$ cat src/rtl/ifc_initiator.sv
// Command-queue initiator: buffers read/write commands and issues them in order to a target.
// Optional stall timeout enabled by defining IFC_INIT_TIMEOUT_EN.
module ifc_initiator #(
    parameter int CMD_DEPTH      = 4,
    parameter int TIMEOUT_CYCLES = 255
) (
    input  logic       CLK,
    input  logic       RST_N,
    input  logic       cmd_valid,
    output logic       cmd_ready,
    input  logic       cmd_write,
    input  logic [2:0] cmd_addr,
    input  logic       cmd_data,
    output logic       rsp_valid,
    input  logic       rsp_ready,
    output logic [2:0] rsp_addr,
    output logic       rsp_data,
    output logic [2:0] write_address,
    output logic       write_data,
    output logic       write_en,
    input  logic       write_rdy,
    output logic [2:0] read_address,
    output logic       read_en,
    input  logic       read_rdy,
    input  logic       read_data,
    output logic       busy,
    output logic       timeout_err
);
    // state | meaning
    // IDLE  | queue empty, target outputs parked at 0
    // ISSUE | head entry present and presented to the target
    localparam int AW = $clog2(CMD_DEPTH);

    typedef enum logic {IDLE, ISSUE} state_t;

    state_t          r_state, w_state_nxt;
    logic [4:0]      r_q_mem [CMD_DEPTH];
    logic [AW-1:0]   r_wr_ptr, r_rd_ptr;
    logic [AW:0]     r_count;
    logic            r_ready_en;
    logic            r_rsp_valid;
    logic [2:0]      r_rsp_addr;
    logic            r_rsp_data;

    logic [4:0]      w_head;
    logic            w_push, w_pop, w_fire, w_drop;
    logic            w_write_en, w_read_en;

    assign w_head    = r_q_mem[r_rd_ptr];
    assign cmd_ready = r_ready_en && (r_count != (AW+1)'(CMD_DEPTH));
    assign w_push    = cmd_valid && cmd_ready;
    assign w_fire    = w_write_en || w_read_en;
    assign w_pop     = w_fire || w_drop;
    assign busy      = (r_count != '0);

    always_comb begin
        w_state_nxt   = r_state;
        w_write_en    = 1'b0;
        w_read_en     = 1'b0;
        write_address = 3'd0;
        write_data    = 1'b0;
        read_address  = 3'd0;
        case (r_state)
            IDLE: begin
                if (r_count != '0 || w_push) w_state_nxt = ISSUE;
            end
            ISSUE: begin
                write_address = w_head[3:1];
                write_data    = w_head[0];
                read_address  = w_head[3:1];
                w_write_en    = w_head[4] && write_rdy;
                // A read needs somewhere to put its data before it may fire.
                w_read_en     = !w_head[4] && read_rdy && (!r_rsp_valid || rsp_ready);
                if (w_pop && !w_push && r_count == (AW+1)'(1)) w_state_nxt = IDLE;
            end
            default: w_state_nxt = IDLE;
        endcase
    end

    assign write_en = w_write_en;
    assign read_en  = w_read_en;

    always_ff @(posedge CLK or negedge RST_N) begin
        if (!RST_N) begin
            r_state    <= IDLE;
            r_wr_ptr   <= '0;
            r_rd_ptr   <= '0;
            r_count    <= '0;
            r_ready_en <= 1'b0;
        end else begin
            r_state    <= w_state_nxt;
            r_ready_en <= 1'b1;
            if (w_push) r_wr_ptr <= r_wr_ptr + AW'(1);
            if (w_pop)  r_rd_ptr <= r_rd_ptr + AW'(1);
            case ({w_push, w_pop})
                2'b10:   r_count <= r_count + (AW+1)'(1);
                2'b01:   r_count <= r_count - (AW+1)'(1);
                default: r_count <= r_count;
            endcase
        end
    end

    always_ff @(posedge CLK) begin
        if (w_push) r_q_mem[r_wr_ptr] <= {cmd_write, cmd_addr, cmd_data};
    end

    always_ff @(posedge CLK or negedge RST_N) begin
        if (!RST_N) begin
            r_rsp_valid <= 1'b0;
            r_rsp_addr  <= 3'd0;
            r_rsp_data  <= 1'b0;
        end else if (w_read_en) begin
            r_rsp_valid <= 1'b1;
            r_rsp_addr  <= w_head[3:1];
            r_rsp_data  <= read_data;
        end else if (r_rsp_valid && rsp_ready) begin
            r_rsp_valid <= 1'b0;
        end
    end

    assign rsp_valid = r_rsp_valid;
    assign rsp_addr  = r_rsp_addr;
    assign rsp_data  = r_rsp_data;

`ifdef IFC_INIT_TIMEOUT_EN
    logic [7:0] r_stall;
    logic       r_timeout_err;

    assign w_drop = (r_state == ISSUE) && !w_fire && (r_stall == 8'(TIMEOUT_CYCLES - 1));

    always_ff @(posedge CLK or negedge RST_N) begin
        if (!RST_N) begin
            r_stall       <= 8'd0;
            r_timeout_err <= 1'b0;
        end else begin
            if (r_state != ISSUE || w_fire || w_drop) r_stall <= 8'd0;
            else                                      r_stall <= r_stall + 8'd1;
            if (w_drop) r_timeout_err <= 1'b1;
        end
    end

    assign timeout_err = r_timeout_err;
`else
    assign w_drop      = 1'b0;
    assign timeout_err = 1'b0;
`endif

endmodule
$ cat config.mk
export PLATFORM = sky130hd
export DESIGN_NAME = ifc_initiator
export DESIGN_NICKNAME = d
export VERILOG_FILES = /design/src/rtl/ifc_initiator.sv
export SDC_FILE = /design/constraint.sdc
export NUM_CORES = 1
export LEC_CHECK = 0
export CAP_MARGIN = 20
export CORE_UTILIZATION = 51
export CTS_CLUSTER_SIZE = 24
export DETAILED_ROUTE_END_ITERATION = 7
export PLACE_DENSITY = 0.89
export RECOVER_POWER = 50
export SYNTH_ARGS = -nofsm -noshare
export SYNTH_HDL_FRONTEND = slang
export SYNTH_SLANG_ARGS = --single-unit
$ cat constraint.sdc
create_clock -name CLK -period 5.1 [get_ports CLK]
set_clock_uncertainty 0.1 [all_clocks]
set_input_delay 1.02 -clock CLK [delete_from_list [all_inputs] [get_ports CLK]]
set_output_delay 1.02 -clock CLK [all_outputs]
set_load 0.05 [all_outputs]
Word-level counts from Yosys, hierarchy flattened
Memories as Yosys holds them, arrays and structs flattened.
Index checks and enable logic that the tools add are counted.

cells by class
  multiplexer cells = 12
  equal/unequal tests = 4
  $add $sub $neg = 4
  bitwise gates (word level) = 1
  reduce and logical (&&, ||, !) cells = 17

operators with widths
  kind                   count
  $mux W1                9
  $logic_and A1 B1 Y1    8
  $pmux W3 S2            1
  $add A2 B1 Y2 const B  2
  $reduce_bool A2 Y1     2
  $add A3 B1 Y3 const B  1
  $eq A3 B1 Y1 const B   1
  $logic_not A1 Y1       3
  $logic_or A1 B1 Y1     3
  $mux W3                1
  $ne A3 B3 Y1 const B   1
  $reduce_bool A3 Y1     1
  $sub A3 B1 Y3 const B  1
  $eq A2 B1 Y1 const B   1
  $eq A2 B2 Y1 const B   1
  $pmux W1 S2            1
  $not A1 Y1             1

word-level totals
  bits of input ports = 12
  memories kept = 1
  output and inout bits = 17
  memory bits (writable) = 20
  word-level logic and storage cells = 47
  register bits = 14

memory list
  name     words  bits a word  read ports  clocked after memory_dff  write ports  line  text
  r_q_mem  4      5            1           0                         1            37    logic [4:0] r_q_mem [CMD_DEPTH];

Logic depth before layout (Yosys ltp)
An unclocked memory read counts as a cell.

  word-level depth = 10
  mapped depth = 9
  mapped depth without buffers = 9

Worst setup path after synthesis
Ideal clock, no wire load.

  path type = register to register
  start point = register r_count[0]
  end point = register r_count[2]
  buffers on the path = 0
  cell stages (with the launch flop) = 10
  required time = 4,875 ps
  period minus slack after synthesis = 3,147 ps
  arrival time = 2,922 ps
  slack = 1,953 ps
  setup time = 125 ps
  path through = dfrtp_1 inv_1 ha_1 a21boi_0 and2_1 inv_1 ha_1 mux2i_1 nor2_1 xor2_1

on the way
  longest elaborated chain between the ends = 5
  elaborated cells between the ends (all ways) = 9
  classes of those cells = add/sub (2); eq/ne (3); mux (1); reduce/logical (3)

RTL lines
  what                                                      line  text
  from (decl)                                               39    logic [AW:0] r_count;
  from (signal assigned)                                    96    2'b10: r_count <= r_count + (AW+1)'(1);
  from (signal assigned)                                    97    2'b01: r_count <= r_count - (AW+1)'(1);
  from (signal assigned)                                    98    default: r_count <= r_count;
  $ne A3 B3 Y1 *                                            50    assign cmd_ready = r_ready_en && (r_count != (AW+1)'(CMD_DEPTH));
  $logic_and A1 B1 Y1 *                                     50
  net cmd_ready                                             10    output logic cmd_ready,
  $logic_and A1 B1 Y1 *                                     51    assign w_push = cmd_valid && cmd_ready;
  $eq A2 B1 Y1 / $eq A2 B2 Y1 (equally long branches)       95    case ({w_push, w_pop})
  $pmux W3 S2 / $reduce_bool A2 Y1 (equally long branches)  n/a

Mark *: on every way through the listed nets, which the timed path passes. The rest lies on a longest branch.
A chain may end at the register's enable or synchronous reset.

Final worst setup path
  start point = input rsp_ready
  end point = output read_en

on the way
  longest elaborated chain between the ends = 3

RTL lines
  what                 line  text
  from (decl)          15    input logic rsp_ready,
  $logic_or A1 B1 Y1   73    w_read_en = !w_head[4] && read_rdy && (!r_rsp_valid || rsp_ready);
  $logic_and A1 B1 Y1  73
  $mux W1              63    case (r_state)
  to (decl)            23    output logic read_en,

No other way between the ends.

==> impl_metrics.env <==
export IMPL_drive_above_1_share_pct=13.4
export IMPL_cts_made_buffers=5
export IMPL_hold_viol_final=0
export IMPL_postCtsSetupRepairBufs=0
export IMPL_drc_errors=0
export IMPL_reg2reg_depth=7
export IMPL_arrival_ns=2.83
export IMPL_htreeDepth=2
export IMPL_fin_crit_sh_pct=77.4
export IMPL_synth_net_count=120
export IMPL_worst_path_largest_cell_delay_ns=0.86
export IMPL_fill_cells=226
export IMPL_grt_pass1_vias=857
export IMPL_syn_area_um2=1520
export IMPL_n_antenna_cell=0
export IMPL_cp_common_cell="clkdlybuf4s50_1"
export IMPL_cts_tree="done"
export IMPL_root_buffer="clkbuf_4"
export IMPL_antenna_found_initial=0
export IMPL_yosys_warnings=0
export IMPL_relSlewSlack_pct=58.4
export IMPL_r2r_start="r_rd_ptr[0]"
export IMPL_period_needed_ns=3.95
export IMPL_vias=836
export IMPL_cp_start_kind="input pin"
export IMPL_rsz0062_at_grt="false"
export IMPL_crit_type="in -> out"
export IMPL_setup_slack_ns=1.15
export IMPL_multi_input_area_um2=492
export IMPL_hold_path_class="reg -> reg"
export IMPL_dr_pass1_iters=4
export IMPL_synth_cell_types=26
export IMPL_portBuffers=27
export IMPL_seq_area_frac_synth_pct=62.5
export IMPL_grt_max_degree=15
export IMPL_place_inst=150
export IMPL_die_w_um=56.6
export IMPL_crit_fanout=8
export IMPL_grt_pass1_wl_mm=4.12
export IMPL_worst_slew_pin_slew_ns=0.621
export IMPL_r2r_slack_ns=2.47
export IMPL_critPathLaunch="rsp_ready"
export IMPL_ant_nets=0
export IMPL_die_area_um2=3210
export IMPL_seq_area_um2=951
export IMPL_clock_fmax_mhz=253
export IMPL_vias_per_cell=5.29
export IMPL_initial_utilization_pct=54.7
export IMPL_dp_hpwl_mm=1.85
export IMPL_grtUsageTotal_pct=18.0
export IMPL_post_place_ws_ns=1.14
export IMPL_synth_cells=99
export IMPL_worstPathRequired_ns=3.98
export IMPL_cts_sinks=34
export IMPL_area_growth_pct=20.6
export IMPL_cp_end_kind="output port"
export IMPL_syn_avg_cell_area_um2=15.4
export IMPL_die_h_um=56.6
export IMPL_timing_rr_end="r_count[2]"
export IMPL_grt_overflow=0
export IMPL_setup_viol=0
export IMPL_cap_violations=0
export IMPL_routed_wirelength_mm=2.46
export IMPL_cts_resized=0
export IMPL_fin_nets=147
export IMPL_status="finished clean"
export IMPL_pin_count=29
export IMPL_drv_slew=0
export IMPL_drt_iter0_drc=22
export IMPL_fin_cells=158
export IMPL_ctsHoldBuffers=0
export IMPL_clk_latency_ns=0.33
export IMPL_crit_chain="clkdlybuf4s50_1 > nand2b_1 > and4b_1 > clkdlybuf4s50_1"
export IMPL_core_area_um2=2780
export IMPL_fp_row_count=19
export IMPL_gp_congestion=0.690
export IMPL_clkTransAtPathRegs_ns=0.11
export IMPL_ys_ff_latch=34
export IMPL_wire_per_inst_um=15.6
export IMPL_cts_max_path_buffers=2
export IMPL_endpoint="read_en"
export IMPL_crit_slowest_cell="clkdlybuf4s50_1"
export IMPL_tns_ns=0
worst max-delay path, delay by kind of cell:
kind / cells / cell delay [ns]
and+or+nand+nor: 2 / 0.47
buffers and inverters: 2 / 1.33
flip-flops by register name, indices dropped and copies added (netlist names):
register,count
r_count,3
r_q_mem,20
r_rd_ptr,2
r_ready_en,1
r_state,1
r_wr_ptr,2
rsp_addr,3
rsp_data,1
rsp_valid,1
through the flow:
step,utilization [%],area [um^2],hold WS [ns]
floorplan,-,1520,0.371
global placement,63.8,1770,0.377
detailed placement,63.8,1770,0.399
CTS,65.9,1830,0.422
global route,65.9,1830,0.443
finish,65.9,1830,0.418
how the worst min path moves through the flow:
stage | start | end | slack, ns | depth (start not counted)
3_3_place_gp | rsp_valid | rsp_valid | 0.38 | 2
2_1_floorplan | r_count[2] | r_count[2] | 0.37 | 1
6_report | rsp_valid | rsp_valid | 0.42 | 2
4_1_cts | rsp_addr[2] | rsp_addr[2] | 0.42 | 1
3_5_place_dp | rsp_addr[2] | rsp_addr[2] | 0.40 | 1
5_1_grt | rsp_addr[2] | rsp_addr[2] | 0.44 | 1
final cells by class:
cell class                 count  share of cell area [%]
tap                           31                    2.11
timing repair buffer          27                    14.7
multi-input combinational     52                    26.8
clock buffer                   7                    3.00
clock inverter                 1                   0.273
inverter                       6                    1.23
sequential                    34                    51.8
synthesized netlist by cell type, drive strengths merged:
master / number / area (um^2)
xor2: 2 / 17.5
a21boi: 1 / 7.51
or2: 1 / 8.76
ha: 9 / 113
and4b: 1 / 10.0
nand3b: 1 / 7.51
nand3: 1 / 5.00
and2: 5 / 31.3
clkbuf: 1 / 3.75
conb: 2 / 7.51
nand2b: 2 / 12.5
and3: 5 / 31.3
buf: 6 / 52.6
dfrtp: 14 / 350
edfxtp: 20 / 601
nand2: 3 / 11.3
a21o: 1 / 7.51
mux4: 5 / 113
o21ai: 3 / 15.0
inv: 6 / 22.5
mux2: 4 / 45.0
nor2: 1 / 3.75
xnor2: 4 / 35.0
mux2i: 1 / 10.0
cell families after synthesis:
| logic type | share of synthesized area, % |
|---|---|
| simple gates | 7.98 |
| flops | 62.5 |
| fa+ha+maj | 7.40 |
| compound gates | 1.97 |
| buf+inv | 5.18 |
| mux | 11.0 |
| xor+xnor | 3.45 |
| other cells | 0.494 |
metal layers:
metal	global-route usage, %	vias to the layer above	part of all wire [%]
met5	0	-	0
met4	9.41	0	2.3
met3	5.30	7	5.6
met2	28.6	32	48
met1	22.3	399	44
li1	-	398	-
placed cells by master, fill, tap and decap left out, drive strengths merged:
master and instances:
a21boi 1, a21o 1, and2 5, and3 5
and4b 1, clkbuf 7, clkdlybuf4s50 21, clkinv 1
conb 2, dfrtp 14, dlygate4sd3 6, edfxtp 20
ha 9, inv 6, mux2 4, mux2i 1
mux4 5, nand2 3, nand2b 2, nand3 1
nand3b 1, nor2 1, o21ai 3, or2 1
xnor2 4, xor2 2
Power is left out: the tool's default activity adds up to more than one toggle a clock period on the data nets, which glitch-free logic cannot reach.
